[config.mk]
export PLATFORM = sky130hd
export DESIGN_NAME = wam_judge
export DESIGN_NICKNAME = d
export VERILOG_FILES = /design/src/rtl/wam_judge.sv
export SDC_FILE = /design/constraint.sdc
export NUM_CORES = 1
export LEC_CHECK = 0
export BUFFER_PORTS_ARGS = -buffer_cell sky130_fd_sc_hd__buf_2
export CAP_MARGIN = 20
export CORE_MARGIN = 1.5
export CORE_UTILIZATION = 35
export DETAILED_ROUTE_END_ITERATION = 10
export PLACE_DENSITY = 0.62
export SYNTH_ARGS = -nofsm -noshare
export SYNTH_HDL_FRONTEND = slang
export SYNTH_SLANG_ARGS = --single-unit
[constraint.sdc]
create_clock -name clk -period 3.58 [get_ports clk]
set_input_delay 0.179 -clock clk [delete_from_list [all_inputs] [get_ports clk]]
set_output_delay 0.179 -clock clk [all_outputs]
set_load 0.01 [all_outputs]
[src/rtl/wam_judge.sv]
// wam_judge -- hammer-side judge of the whac-a-mole datapath.
//
// Synchronises and debounces the eight raw hole buttons.  Each clean press
// (a 0->1 edge of the debounced level) is queued in a pending bit.  One
// pending bit is serviced per clock, lowest index first.  A service scores a
// hit when the mole is up and not already hit, is ignored when the mole is up
// but already hit, and counts a miss when the hole is empty.
//
// Ports
//   clk        system clock
//   clr        asynchronous active-high reset
//   sample_en  one-clk debounce sampling strobe
//   btn[7:0]   raw hole buttons, active-high, asynchronous
//   holes[7:0] mole present per hole, from wam_gen
//   hit[7:0]   per-hole hit request to wam_gen; held until holes[k] drops
//   score[7:0] BCD hit count {tens,ones}, saturates at 99
//   miss[7:0]  BCD miss count {tens,ones}, saturates at 99
//   cout0      one-clk level-up pulse every LVL_PTS hits
module wam_judge #(
    parameter int DB_CNT  = 16,   // 2..255 sample ticks to accept a level
    parameter int LVL_PTS = 10    // 1..255 hits per level-up pulse
) (
    input  logic       clk,
    input  logic       clr,
    input  logic       sample_en,
    input  logic [7:0] btn,
    input  logic [7:0] holes,
    output logic [7:0] hit,
    output logic [7:0] score,
    output logic [7:0] miss,
    output logic       cout0
);

    localparam logic [7:0] DB_MAX  = 8'(DB_CNT - 1);
    localparam logic [7:0] LVL_MAX = 8'(LVL_PTS - 1);

    logic [7:0] sync1, sync2;
    logic [7:0] stable, stable_q;
    logic [7:0] dbc [8];
    logic [7:0] pend;
    logic [7:0] lvl;

    logic [7:0] rise;
    logic [7:0] svc;       // one-hot of the serviced pend bit (0 if none)
    logic [2:0] svc_idx;
    logic       do_hit;
    logic       do_miss;

    // Saturating BCD increment: 99 holds.
    function automatic logic [7:0] bcd_inc(input logic [7:0] x);
        logic [7:0] r;
        if (x == 8'h99)
            r = x;
        else if (x[3:0] == 4'd9)
            r = {x[7:4] + 4'd1, 4'd0};
        else
            r = {x[7:4], x[3:0] + 4'd1};
        return r;
    endfunction

    // ------------------------------------------------------------------
    // Synchroniser and per-bit debounce.  A bit flips once sync has
    // differed from stable on DB_CNT consecutive sample ticks; any tick
    // where they agree restarts the count.
    // ------------------------------------------------------------------
    always_ff @(posedge clk or posedge clr) begin
        if (clr) begin
            sync1    <= '0;
            sync2    <= '0;
            stable   <= '0;
            stable_q <= '0;
            for (int i = 0; i < 8; i++)
                dbc[i] <= '0;
        end else begin
            sync1    <= btn;
            sync2    <= sync1;
            stable_q <= stable;
            if (sample_en) begin
                for (int i = 0; i < 8; i++) begin
                    if (sync2[i] == stable[i]) begin
                        dbc[i] <= '0;
                    end else if (dbc[i] == DB_MAX) begin
                        stable[i] <= sync2[i];
                        dbc[i]    <= '0;
                    end else begin
                        dbc[i] <= dbc[i] + 8'd1;
                    end
                end
            end
        end
    end

    assign rise = stable & ~stable_q;

    // ------------------------------------------------------------------
    // Fixed-priority arbiter: lowest set pend bit wins.
    // ------------------------------------------------------------------
    always_comb begin
        svc_idx = '0;
        for (int i = 7; i >= 0; i--)
            if (pend[i])
                svc_idx = 3'(i);
    end

    assign svc     = pend & (~pend + 8'd1);
    assign do_hit  = (|pend) &  holes[svc_idx] & ~hit[svc_idx];
    assign do_miss = (|pend) & ~holes[svc_idx];

    // ------------------------------------------------------------------
    // Pending, hit handshake, counters.
    // A rise on the bit being serviced re-arms it, since the OR with rise
    // comes after the service clear.
    // ------------------------------------------------------------------
    always_ff @(posedge clk or posedge clr) begin
        if (clr) begin
            pend  <= '0;
            hit   <= '0;
            score <= '0;
            miss  <= '0;
            lvl   <= '0;
            cout0 <= 1'b0;
        end else begin
            pend  <= (pend & ~svc) | rise;
            // Hits drop the clock after wam_gen clears the hole; a new hit
            // is only ever set on a hole that is currently up.
            hit   <= (hit & holes) | (do_hit ? svc : 8'h00);
            cout0 <= 1'b0;
            if (do_hit) begin
                score <= bcd_inc(score);
                if (lvl == LVL_MAX) begin
                    lvl   <= '0;
                    cout0 <= 1'b1;
                end else begin
                    lvl <= lvl + 8'd1;
                end
            end
            if (do_miss)
                miss <= bcd_inc(miss);
        end
    end

endmodule

# ---- Word level (Yosys, flattened, before mapping)
# Cells that the tools add are included.
dict set report classes {
  n_addsub 14
  order_cmp 1
  eq_ne 21
  muxes 34
  bitwise 24
  n_reduce_logical 13
}
# op count
set op_table {}
lappend op_table {{$mux 8} 18}
lappend op_table {{$add 8x1->8 const B} 10}
lappend op_table {{$eq 8x4->1 const B} 9}
lappend op_table {{$and 8x8->8} 4}
lappend op_table {{$reduce_and 3->1} 10}
lappend op_table {{$mux 3} 8}
lappend op_table {{$not 8->8} 3}
lappend op_table {{$add 4x1->4 const B} 4}
lappend op_table {{$eq 8x8->1 const B} 2}
lappend op_table {{$or 8x8->8} 2}
lappend op_table {{$not 1->1} 12}
lappend op_table {{$eq 1x1->1} 8}
lappend op_table {{$eq 4x4->1 const B} 2}
lappend op_table {{$mux 4} 2}
lappend op_table {{$reduce_or 8->1} 1}
lappend op_table {{$bmux 1 s3} 2}
lappend op_table {{$lt 3x4->1 const B} 1}
lappend op_table {{$mux 1} 4}
lappend op_table {{$reduce_and 2->1} 2}
lappend op_table {{$and 1x1->1} 3}
dict set report totals {
  register_bits 137
  input_bits 19
  out_inout_bits 25
  wordCells 134
}

# ---- Logic depth before layout (Yosys ltp)
# Gate-level depths: netlist of the first run.
dict set report logic_depth {
  ltp_word 14
  mapped_depth 11
  depth_no_buf 8
}

# ---- Worst setup path before layout of the first run
# OpenSTA, ideal clock, no wires.
dict set report synth_timing {
  kind {register -> register}
  start {reg pend[6]}
  end {reg lvl[0]}
  setup_time_ns 0.127
  t_arrival_ns 2.398
  required_time_ns 3.453
  path_slack_ns 1.055
  path_stages_with_launch 8
  n_path_buf 0
  synth_period_minus_slack_ns 2.525
  path_cell_list {dfrtp_1 nand2b_1 a21oi_1 mux2_1 a211oi_1 nor3b_4 or2_1 mux2_1}
}
dict set report synth_between {
  elab_chain_cells 11
  word_cells_on_any_way 15
  cone_classes {mux (11); bitwise (3); reduce/logical (1)}
}
# item line
set synth_lines {}
lappend synth_lines {{start: declaration} 40} ;# logic [7:0] pend;
lappend synth_lines {{start signal: assignment} 123} ;# pend <= (pend & ~svc) | rise;
lappend synth_lines {{$mux 3 (7 in series)} 101} ;# if (pend[i])
lappend synth_lines {{$bmux 1 s3} 106} ;# assign do_hit = (|pend) & holes[svc_idx] & ~hit[svc_idx];
lappend synth_lines {{$mux 1 (implied by the code)} 106}
lappend synth_lines {{$and 1x1->1 or $not 1->1 (tied branches)} 106}
lappend synth_lines {{$and 1x1->1 *} 106}
lappend synth_lines {{end signal: assignment} 134} ;# lvl <= lvl + 8'd1;
lappend synth_lines {{end: declaration} 41} ;# logic [7:0] lvl;
# Mark *: on every way between the ends. The rest lies on a longest branch, timed or not. The select of a mux whose other input is x is not followed.
# A chain may end at the register's enable or synchronous reset.

# ---- Worst setup path after layout of the first run
dict set report layout_timing {
  start {reg pend[6]}
  end {reg score[1]}
}
dict set report layout_between {
  elab_chain_cells 12
  word_cells_on_any_way 16
  cone_classes {mux (11); bitwise (3); reduce/logical (2)}
}
# item line
set layout_lines {}
lappend layout_lines {{$mux 3 (7 in series)} 101}
lappend layout_lines {{$bmux 1 s3} 106}
lappend layout_lines {{$mux 1 (implied by the code)} 106}
lappend layout_lines {{$and 1x1->1 or $not 1->1 (tied branches)} 106}
lappend layout_lines {{$and 1x1->1 *} 106}
lappend layout_lines {{$reduce_and 2->1 (no line) *} n/a}
lappend layout_lines {{end signal: assignment} 129} ;# score <= bcd_inc(score);
lappend layout_lines {{end: declaration} 29} ;# output logic [7:0] score,
# Marked as above.

==> results of run 1 <==
[final cells by class]
cell class,instances,area [sq um]
clock buffer,19,433
clock inverter,13,130
fill,1731,10400
inverter,45,173
multi-input combinational,430,2730
sequential,137,3430
tap,229,287
timing repair buffer,62,400
[stage by stage]
stage	setup slack [ns]	hold slack [ns]	cells	area [sq um]	total power, W
3_5_place_dp	0.645	0.288	891	6900	0.00206
3_3_place_gp	0.658	0.288	891	6900	0.00205
4_1_cts	0.617	0.00354	935	7580	0.00377
5_1_grt	0.340	0.0174	935	7580	0.00390
6_report	0.620	-0.0464	935	7580	0.00371
2_1_floorplan	1.05	0.210	629	6400	0.00196
[layer usage]
metal  vias up  track usage [%]  share of wire, %
li1       2337                -                 -
met1      2245             18.1                50
met2        78             20.9                44
met3        10             3.98               4.3
met4         0             4.88               1.0
met5         -                0                 0
[worst paths after layout]
check	start	endpoint
max	pend[6]$_DFF_PP0_	score[1]$_DFFE_PP0P_
min in group clk	holes[0]	hit[0]$_DFF_PP0_
min reg2reg	sync1[4]$_DFF_PP0_	sync2[4]$_DFF_PP0_
max in group asynchronous	clr	dbc[15]$_DFFE_PP0P_
max reg2reg	pend[6]$_DFF_PP0_	score[1]$_DFFE_PP0P_
min	clr	score[5]$_DFFE_PP0P_
[power breakdown]
part           switching, W  internal, W  total (W)
Combinational      0.000171     0.000141   0.000312
Clock              0.000653      0.00102    0.00167
Sequential        0.0000931      0.00164    0.00173
Total              0.000917      0.00279    0.00371
[registers in the layout (all words and copies together), names as in the netlist]
signal    count
dbc          64
hit           8
lvl           8
miss          8
pend          8
score         8
stable        8
stable_q      8
sync1         8
sync2         8
cout0         1
[cells by family after synthesis]
| group | after synthesis | synth area share, % |
|---|---|---|
| xor gates and xnor gates | 45 | 6.16 |
| DFF | 137 | 53.6 |
| and+or+nand+nor | 221 | 17.2 |
| muxes | 24 | 4.07 |
| buffers and inverters | 62 | 3.83 |
| adders and majority gates | 14 | 2.74 |
| AOI/OAI and AO/OA | 126 | 12.4 |
[cell usage in the layout (no fill, tap or decap), types with 7 or more instances in the layout]
| master | Yosys | layout |
|---|---|---|
| ha_1 | 14 | 14 |
| xnor2_1 | 37 | 37 |
| and3_1 | 20 | 20 |
| nor4_1 | 8 | 8 |
| nand3_1 | 37 | 37 |
| nor2b_1 | 10 | 10 |
| dlygate4sd3_1 | 0 | 12 |
| xor2_1 | 8 | 8 |
| buf_2 | 1 | 43 |
| mux2i_1 | 8 | 8 |
| nand2_1 | 75 | 75 |
| o21ai_0 | 47 | 47 |
| o22ai_1 | 29 | 29 |
| nor2_1 | 36 | 36 |
| inv_1 | 45 | 44 |
| mux2_2 | 14 | 14 |
| dfrtp_1 | 137 | 137 |
| clkbuf_16 | 0 | 17 |
| nand2b_1 | 7 | 7 |
[worst reg2reg max path: cells and delay by family, from the launching register on]
kind | cells | cell delay (ns)
AOI/OAI and AO/OA | 3 | 0.80
and+or+nand+nor | 2 | 0.71
muxes | 2 | 0.66
DFF | 1 | 0.44
buffers and inverters | 1 | 0.24
==> impl_metrics.csv, run 1 <==
group,metric,value,unit
setup_path,critPathMaxFanout,11,
timing,hold_slack,-0.0464,ns
die,rows,49,
layout,nNetsFinal,726,
clock_tree,clk_pin_slew,0.06,ns
setup_path,r2r_cells,8,
timing,finalCritPeriodShare,82.7,%
die,die_height,138,um
die,io_pins,44,
grt,grt_usage,13.5,%
timing,fin_tns_setup,0,ns
drt,dr.pass1.iters,4,
logic_synthesis,synthTopCellsByCount,"dfrtp_1, nand2_1, o21ai_0",
logic_synthesis,synth_most_common_cell,"dfrtp_1",
setup_path,cp_top_family,"compound AO/OA/AOI/OAI gates",
drt,wl,11700,um
placement,dp_hpwl,7700,um
logic_synthesis,synth_top_cell_area_share,53.6,%
clock_tree,cts_root_buf,"clkbuf_16",
placement,place_congestion,0.780,
timing,maxSlewViolCount,0,
logic_synthesis,synth_nets,662,
layout,diodes,0,
setup_path,path_depth,8,
timing,clock_skew,0.00684,ns
logic_synthesis,ys_seq_area_share,53.6,%
setup_path,crit_type,"flop to flop",
clock_tree,clk_latency,0.42,ns
power_and_ir_drop,power.density,490,nW/um^2
min_path,hold_class,"input port to async pin",
power_and_ir_drop,p_leak,3.43,nW
drt,num_vias,4670,
grt,grt_pass1_wl,21400,um
timing,rsz0062_at_grt,"no",
grt,grt_pass1_vias,4577,
drt,drc,0,
die,die_x,138,um
setup_path,reg2reg_setup_slack,0.62,ns
die,start_util,35.6,%
run,drv_cap,0,
drt,drtIter0Drc,189,
clock_tree,cts_resized,0,
placement,portBuffers,43,
grt,grt_max_degree,138,
layout,syn_to_final_growth,18.4,%
logic_synthesis,synth_edf_count,0,
clock_tree,ctsHoldBuffers,12,
logic_synthesis,ys_async_sr_fraction,100,%
logic_synthesis,netlist_instances,629,
timing,worst_pin_slew,0.848,ns
drt,ant_nets,0,
logic_synthesis,yosys_warnings,0,
logic_synthesis,syn_area,6400,sq um
setup_path,cp.arrival,3.26,ns
clock_tree,clk_path_buf_depth,2,
setup_path,critPathLaunchType,"flop",
setup_path,path_cells,"nand2b_1 -> a21oi_1 -> mux2_2 -> a211oi_1 -> and4_1 -> buf_4 -> o21ai_1 -> mux2_2",
logic_synthesis,ys_ff_latch,137,
clock_tree,h-tree-depth,4,
setup_path,worstSetupEndpointType,"flop",
drt,wire_per_inst,12.5,um
grt,grt_overflow,0,
clock_tree,cts_setup_buffers,0,
drt,viasPerCell,4.99,
timing,max_slew_margin,42.7,%
timing,final_hold_viol_count,36,
setup_path,critPathMaxStageDelay,0.48,ns
setup_path,worstPathBufferInverterCount,1,
setup_path,critPathRequiredTime,3.88,ns
timing,fmax,0.338,GHz
status,failed_checks,"hold timing",
logic_synthesis,synth_cell_types,54,
logic_synthesis,syn_area_per_cell,10.2,sq um
clock_tree,cts.sinks,137,
die,die-area,19100,sq um
logic_synthesis,synth_largest_area_cell,"dfrtp_1",
clock_tree,cts_buffers,17,
logic_synthesis,yosys-top-cells-area,"dfrtp_1, xnor2_1, nand2_1",
setup_path,cp_common_cell,"mux2_2",
setup_path,slowest_stage,"and4_1",
timing,setup_viol,0,
power_and_ir_drop,vdd_drop_max,0.000311,V
logic_synthesis,synthFlopType,"dfrtp_1",
layout,drive_gt1_share,14.2,%
layout,postLayoutCoreUtil,42.2,%
grt,antenna_found_initial,0,
timing,fin_crit,2.96,ns
clock_tree,cts_tree,"yes",
die,coreArea,18000,sq um
status,status,"finished, violations left",
No activity file was read; power rests on OpenSTA's default activity.
==> run 2: changes to the inputs <==
--- a/config.mk
+++ b/config.mk
@@ -10,7 +10,7 @@
 export CORE_MARGIN = 1.5
 export CORE_UTILIZATION = 35
 export DETAILED_ROUTE_END_ITERATION = 10
-export PLACE_DENSITY = 0.62
+export PLACE_DENSITY = 0.6
 export SYNTH_ARGS = -nofsm -noshare
 export SYNTH_HDL_FRONTEND = slang
 export SYNTH_SLANG_ARGS = --single-unit
==> constraint.sdc (replaced) <==
create_clock -name clk -period 2.85 [get_ports clk]
set_input_delay 0.1425 -clock clk [delete_from_list [all_inputs] [get_ports clk]]
set_output_delay 0.1425 -clock clk [all_outputs]
set_load 0.01 [all_outputs]
==> run 2 against run 1 <==
  * The run now ends clean
  * Sequential share of layout area decreased by 0.40 points
  * Critical path depth decreased by 1
  * Sequential cell count unchanged
  * Critical path type unchanged
  * First-iteration DRC count increased by 26%
==> impl_metrics.csv, run 2 (synthesis results as in run 1) <==
group,metric,value,unit
setup_path,critPathLaunchType,"flop",
power_and_ir_drop,vdd_drop_max,0.000534,V
placement,placed_area,6940,sq um
timing,final_hold_viol_count,0,
clock_tree,clk_latency,0.41,ns
grt,antenna_found_initial,0,
drt,viasPerCell,5.04,
grt,grt_pass1_wl,21200,um
timing,hold_slack,0.0201,ns
status,status,"complete, no violations",
power_and_ir_drop,power.share.clock,44.6,%
grt,grt_overflow,0,
placement,dp_hpwl,8140,um
drt,drtIter0Drc,238,
clock_tree,clk_path_buf_depth,2,
clock_tree,cts_tree,"yes",
timing,fmax,0.371,GHz
grt,grt_usage,13.3,%
placement,dp_slack,0.172,ns
setup_path,critPathMaxFanout,7,
drt,wl,12300,um
min_path,hold_class,"input port to flop",
setup_path,slowest_stage,"a2111oi_0",
power_and_ir_drop,internal_power,0.00350,W
setup_path,reg2reg_setup_slack,0.15,ns
power_and_ir_drop,power_frac_comb,8.8,%
drt,wire_per_inst,13.1,um
timing,clock_skew,0.00694,ns
timing,setup_viol,0,
die,rows,49,
setup_path,crit_type,"flop to flop",
timing,max_slew_margin,52.7,%
timing,rsz0062_at_grt,"no",
clock_tree,cts_setup_buffers,0,
layout,final_cell_mix,"dfrtp_1, nand2_1, o21ai_0",
timing,maxSlewViolCount,0,
drt,num_vias,4733,
setup_path,path_cells,"nor2b_1 -> a211o_1 -> a2111oi_0 -> a211oi_1 -> nor3b_4 -> or2_1 -> mux2_1",
run,drv_cap,0,
drt,drc,0,
layout,design_area,7650,sq um
clock_tree,clk_pin_slew,0.06,ns
layout,fin_cells,940,
drt,dr.pass1.iters,4,
setup_path,worstSetupEndpointType,"flop",
layout,nNetsFinal,732,
power_and_ir_drop,power_switching,0.00116,W
clock_tree,h-tree-depth,4,
clock_tree,cts_buffers,17,
power_and_ir_drop,p_seq_share,46.7,%
setup_path,cp.arrival,2.99,ns
timing,fin_crit,2.70,ns
die,die_height,138,um
die,die_x,138,um
layout,final_common_cell,"dfrtp_1",
power_and_ir_drop,p_sw_share,24.9,%
grt,grt_pass1_vias,4628,
die,coreArea,18000,sq um
timing,worst_pin_slew,0.710,ns
layout,regMostFlops,"dbc",
layout,largest_reg_flops,64,
placement,dp_cells,895,
clock_tree,cts_root_buf,"clkbuf_16",
layout,syn_to_final_growth,19.4,%
layout,diodes,0,
drt,ant_nets,0,
min_path,whs_path_depth,3,
setup_path,critPathRequiredTime,3.14,ns
placement,portBuffers,43,
setup_path,critPathMaxStageDelay,0.54,ns
layout,drive_gt1_share,14.9,%
layout,fillers,1697,
die,die-area,19100,sq um
grt,grt_max_degree,138,
timing,fin_ws,0.154,ns
die,start_util,35.6,%
power_and_ir_drop,power.density,609,nW/um^2
setup_path,r2r_cells,7,
placement,place_congestion,0.864,
clock_tree,cts.sinks,137,
power_and_ir_drop,p_leak,3.46,nW
timing,finalCritPeriodShare,94.6,%
die,io_pins,44,
timing,fin_tns_setup,0,ns
run 2: cell types whose count changed in the layout (fill, tap and decap cells not counted), moves of 2 or more:
cell           before  now
buf_4               6    9
clkbuf_1            2    0
clkbuf_8            0    3
clkinv_2            6    4
dlygate4sd3_1      12   14
run 2: power by group through the flow:
stage	clock, W	combinational, W	sequential [W]
floorplan	0	0.000290	0.00218
global placement	0	0.000375	0.00220
detailed placement	0	0.000393	0.00221
CTS	0.00214	0.000416	0.00217
global route	0.00223	0.000465	0.00219
finish	0.00208	0.000408	0.00217
run 2: final cells by class:
type / count / area [sq um] / area share (%)
clock buffers: 20 / 467 / 6.10
repair buffers: 68 / 463 / 6.05
inverters: 45 / 173 / 2.26
clock inverters: 11 / 97.6 / 1.28
multi-input cells: 430 / 2730 / 35.7
well taps: 229 / 287 / 3.75
flip-flops and latches: 137 / 3430 / 44.8
run 2: repair_timing:
item / CTS / global route
resized for setup: 0 / 1
hold endpoints to repair: 46 / 0
hold buffers: 14 / 0
endpoints found under the setup margin: 0 / 11
run 2: path summary, 6_finish.rpt:
path | from | to
setup / recovery | pend[4]$_DFF_PP0_ | lvl[0]$_DFFE_PP0P_
hold / removal | holes[3] | hit[3]$_DFF_PP0_
setup reg to reg | pend[4]$_DFF_PP0_ | lvl[0]$_DFFE_PP0P_
hold reg to reg | sync1[5]$_DFF_PP0_ | sync2[5]$_DFF_PP0_
max in group asynchronous | clr | hit[0]$_DFF_PP0_
min in group asynchronous | clr | sync1[5]$_DFF_PP0_
run 2: per-layer routing:
layer / share of wire [%] / GRT usage [%]
met1: 48 / 17.5
met2: 48 / 21.1
met3: 3.5 / 3.57
met4: 0.53 / 5.10
met5: 0 / 0
run 2: worst max-delay path: cells and delay by family, from the launching register on:
kind | cells | cell delay [ns]
AO/OA/AOI/OAI | 3 | 1.05
flip-flops | 1 | 0.45
multiplexers | 1 | 0.33
AND/OR/NAND/NOR | 3 | 0.75
run 2: metrics by stage:
stage	power [W]	util, %
finish	0.00466	42.6
global route	0.00489	42.6
CTS	0.00473	42.5
detailed placement	0.00260	38.6
global placement	0.00257	38.6
floorplan	0.00247	-
==> run 3: changes to the inputs <==
--- a/config.mk
+++ b/config.mk
@@ -5,7 +5,7 @@
 export SDC_FILE = /design/constraint.sdc
 export NUM_CORES = 1
 export LEC_CHECK = 0
-export BUFFER_PORTS_ARGS = -buffer_cell sky130_fd_sc_hd__buf_2
+export BUFFER_PORTS_ARGS = -buffer_cell sky130_fd_sc_hd__clkbuf_2
 export CAP_MARGIN = 20
 export CORE_MARGIN = 1.5
 export CORE_UTILIZATION = 35
==> run 3 against run 2 <==
  * Power rose by 4.0%
  * Critical path type unchanged
  * Largest cell class unchanged
  * Routed wire length rose by 2.5%
  * Final area rose by 1.4%
  * Die area did not move
  * Critical path depth rose by 1
  * Sequential power barely moved
  * Setup slack improved by 0.016 ns
  * Utilization rose by 0.60 points
  * Combinational power barely moved
  * Clock skew rose by 0.00050 ns
  * Non-clock buffer count rose by 6
==> impl_metrics.csv, run 3 (synthesis results as in run 1) <==
group,metric,value,unit
drt,wl,12700,um
drt,route.met2.wl,5800,um
grt,grt_overflow,0,
drt,drtIter0Drc,224,
die,die_x,138,um
clock_tree,clk_latency,0.43,ns
run,drv_cap,0,
setup_path,r2r_cells,8,
power_and_ir_drop,p_leak,3.50,nW
timing,fin_ws,0.170,ns
die,coreArea,18000,sq um
power_and_ir_drop,power_frac_comb,8.4,%
layout,fillers,1711,
timing,setup_viol,0,
drt,ant_nets,0,
timing,final_hold_viol_count,0,
setup_path,critPathMaxFanout,9,
layout,regArea,3430,sq um
status,status,"complete, no violations",
clock_tree,h-tree-depth,4,
setup_path,worstSetupEndpointType,"flop",
grt,grt_pass1_wl,22300,um
power_and_ir_drop,power.share.clock,46.7,%
layout,largest_reg_flops,64,
clock_tree,clk_path_buf_depth,2,
setup_path,reg2reg_setup_slack,0.17,ns
layout,multi_input_area,2740,sq um
timing,finalCritPeriodShare,94.0,%
die,die_height,138,um
grt,grt_max_degree,73,
setup_path,critPathLaunchType,"flop",
grt,antenna_found_initial,0,
setup_path,cp.arrival,3.03,ns
timing,fin_tns_setup,0,ns
power_and_ir_drop,power.density,625,nW/um^2
timing,rsz0062_at_grt,"no",
layout,diodes,0,
layout,syn_to_final_growth,21.1,%
layout,design_area,7750,sq um
power_and_ir_drop,p_sw_share,24.0,%
placement,dp_cells,898,
drt,dr.pass1.iters,4,
drt,wl_met3,581,um
layout,regMostFlops,"dbc",
drt,dr.max_layer_used,"met4",
die,rows,49,
power_and_ir_drop,power_switching,0.00116,W
clock_tree,cts_buffers,17,
placement,placed_area,6960,sq um
drt,m1WireLength,6050,um
timing,maxSlewViolCount,0,
placement,place_congestion,0.896,
grt,grt_pass1_vias,4884,
power_and_ir_drop,internal_power,0.00368,W
layout,fin_cells,947,
timing,fmax,0.373,GHz
placement,dp_slack,0.113,ns
min_path,hold_class,"input port to async pin",
drt,wire_per_inst,13.4,um
clock_tree,cts_setup_buffers,0,
timing,max_slew_margin,48.1,%
grt,grt_usage,14.2,%
timing,clock_skew,0.00744,ns
power_and_ir_drop,vdd_drop_max,0.000485,V
layout,final_common_cell,"dfrtp_1",
placement,dp_hpwl,8810,um
drt,drc,0,
setup_path,regToRegEndpoint,"miss[5]$_DFFE_PP0P_",
die,io_pins,44,
clock_tree,cts_root_buf,"clkbuf_16",
die,die-area,19100,sq um
die,start_util,35.6,%
clock_tree,cts_tree,"yes",
power_and_ir_drop,p_seq_share,44.9,%
layout,drive_gt1_share,15.2,%
placement,portBuffers,43,
timing,hold_slack,0.345,ns
timing,fin_crit,2.68,ns
setup_path,crit_type,"flop to flop",
layout,final_cell_mix,"dfrtp_1, nand2_1, o21ai_0",
drt,viasPerCell,5.12,
setup_path,critPathRequiredTime,3.20,ns
timing,worst_pin_slew,0.779,ns
clock_tree,cts.sinks,137,
drt,num_vias,4846,
layout,nNetsFinal,738,
setup_path,r2r-start,"pend[4]$_DFF_PP0_",
clock_tree,clk_pin_slew,0.06,ns
-- run 3: how the worst max path moves through the flow --
stage	startpoint	to	slack (ns)
after floorplan	pend[6]$_DFF_PP0_	lvl[0]$_DFFE_PP0P_	0.32
after global placement	pend[6]$_DFF_PP0_	score[1]$_DFFE_PP0P_	0.26
after detailed placement	pend[6]$_DFF_PP0_	score[1]$_DFFE_PP0P_	0.11
after CTS	pend[6]$_DFF_PP0_	lvl[0]$_DFFE_PP0P_	0.09
after global routing	pend[4]$_DFF_PP0_	miss[5]$_DFFE_PP0P_	0.005
final	pend[4]$_DFF_PP0_	miss[5]$_DFFE_PP0P_	0.17
-- run 3: power by group through the flow --
stage	Combinational [W]	Sequential [W]	Clock (W)
detailed placement	0.000396	0.00221	0
floorplan	0.000290	0.00218	0
global placement	0.000379	0.00220	0
CTS	0.000417	0.00217	0.00233
finish	0.000409	0.00217	0.00226
global route	0.000469	0.00219	0.00240
-- run 3: through the flow --
step	total power, W	util (%)
2_1_floorplan	0.00247	-
3_3_place_gp	0.00258	38.7
3_5_place_dp	0.00260	38.7
4_1_cts	0.00492	43.1
5_1_grt	0.00507	43.2
6_report	0.00485	43.2
-- run 3: layer usage --
layer | vias to the layer above | GRT usage (%)
met2 | 104 | 21.8
met1 | 2351 | 18.6
met5 | - | 0
met3 | 24 | 4.40
met4 | 0 | 5.82
li1 | 2367 | -
-- run 3: cell type report --
cell class | count | share of cell area, %
clock buffers | 21 | 6.07
flip-flops and latches | 137 | 44.2
clock inverters | 11 | 1.87
repair buffers | 74 | 6.65
well taps | 229 | 3.70
inverters | 45 | 2.23
multi-input cells | 430 | 35.3
-- run 3: worst max-delay path, cell delays in order, from the launching register on --
cell and delay (ns):
dfrtp_1 0.45, nor2b_1 0.20, a211o_1 0.35, a2111oi_1 0.50
a211oi_1 0.15, buf_4 0.17, o22ai_2 0.33, and3_1 0.28
mux2i_1 0.19
-- run 3: what timing repair did --
item | 4_1_cts | 5_1_grt
endpoints found under the setup margin | 0 | 13
hold buffers | 17 | 0
endpoints found under the hold margin | 42 | 0
gates resized for setup | 0 | 4
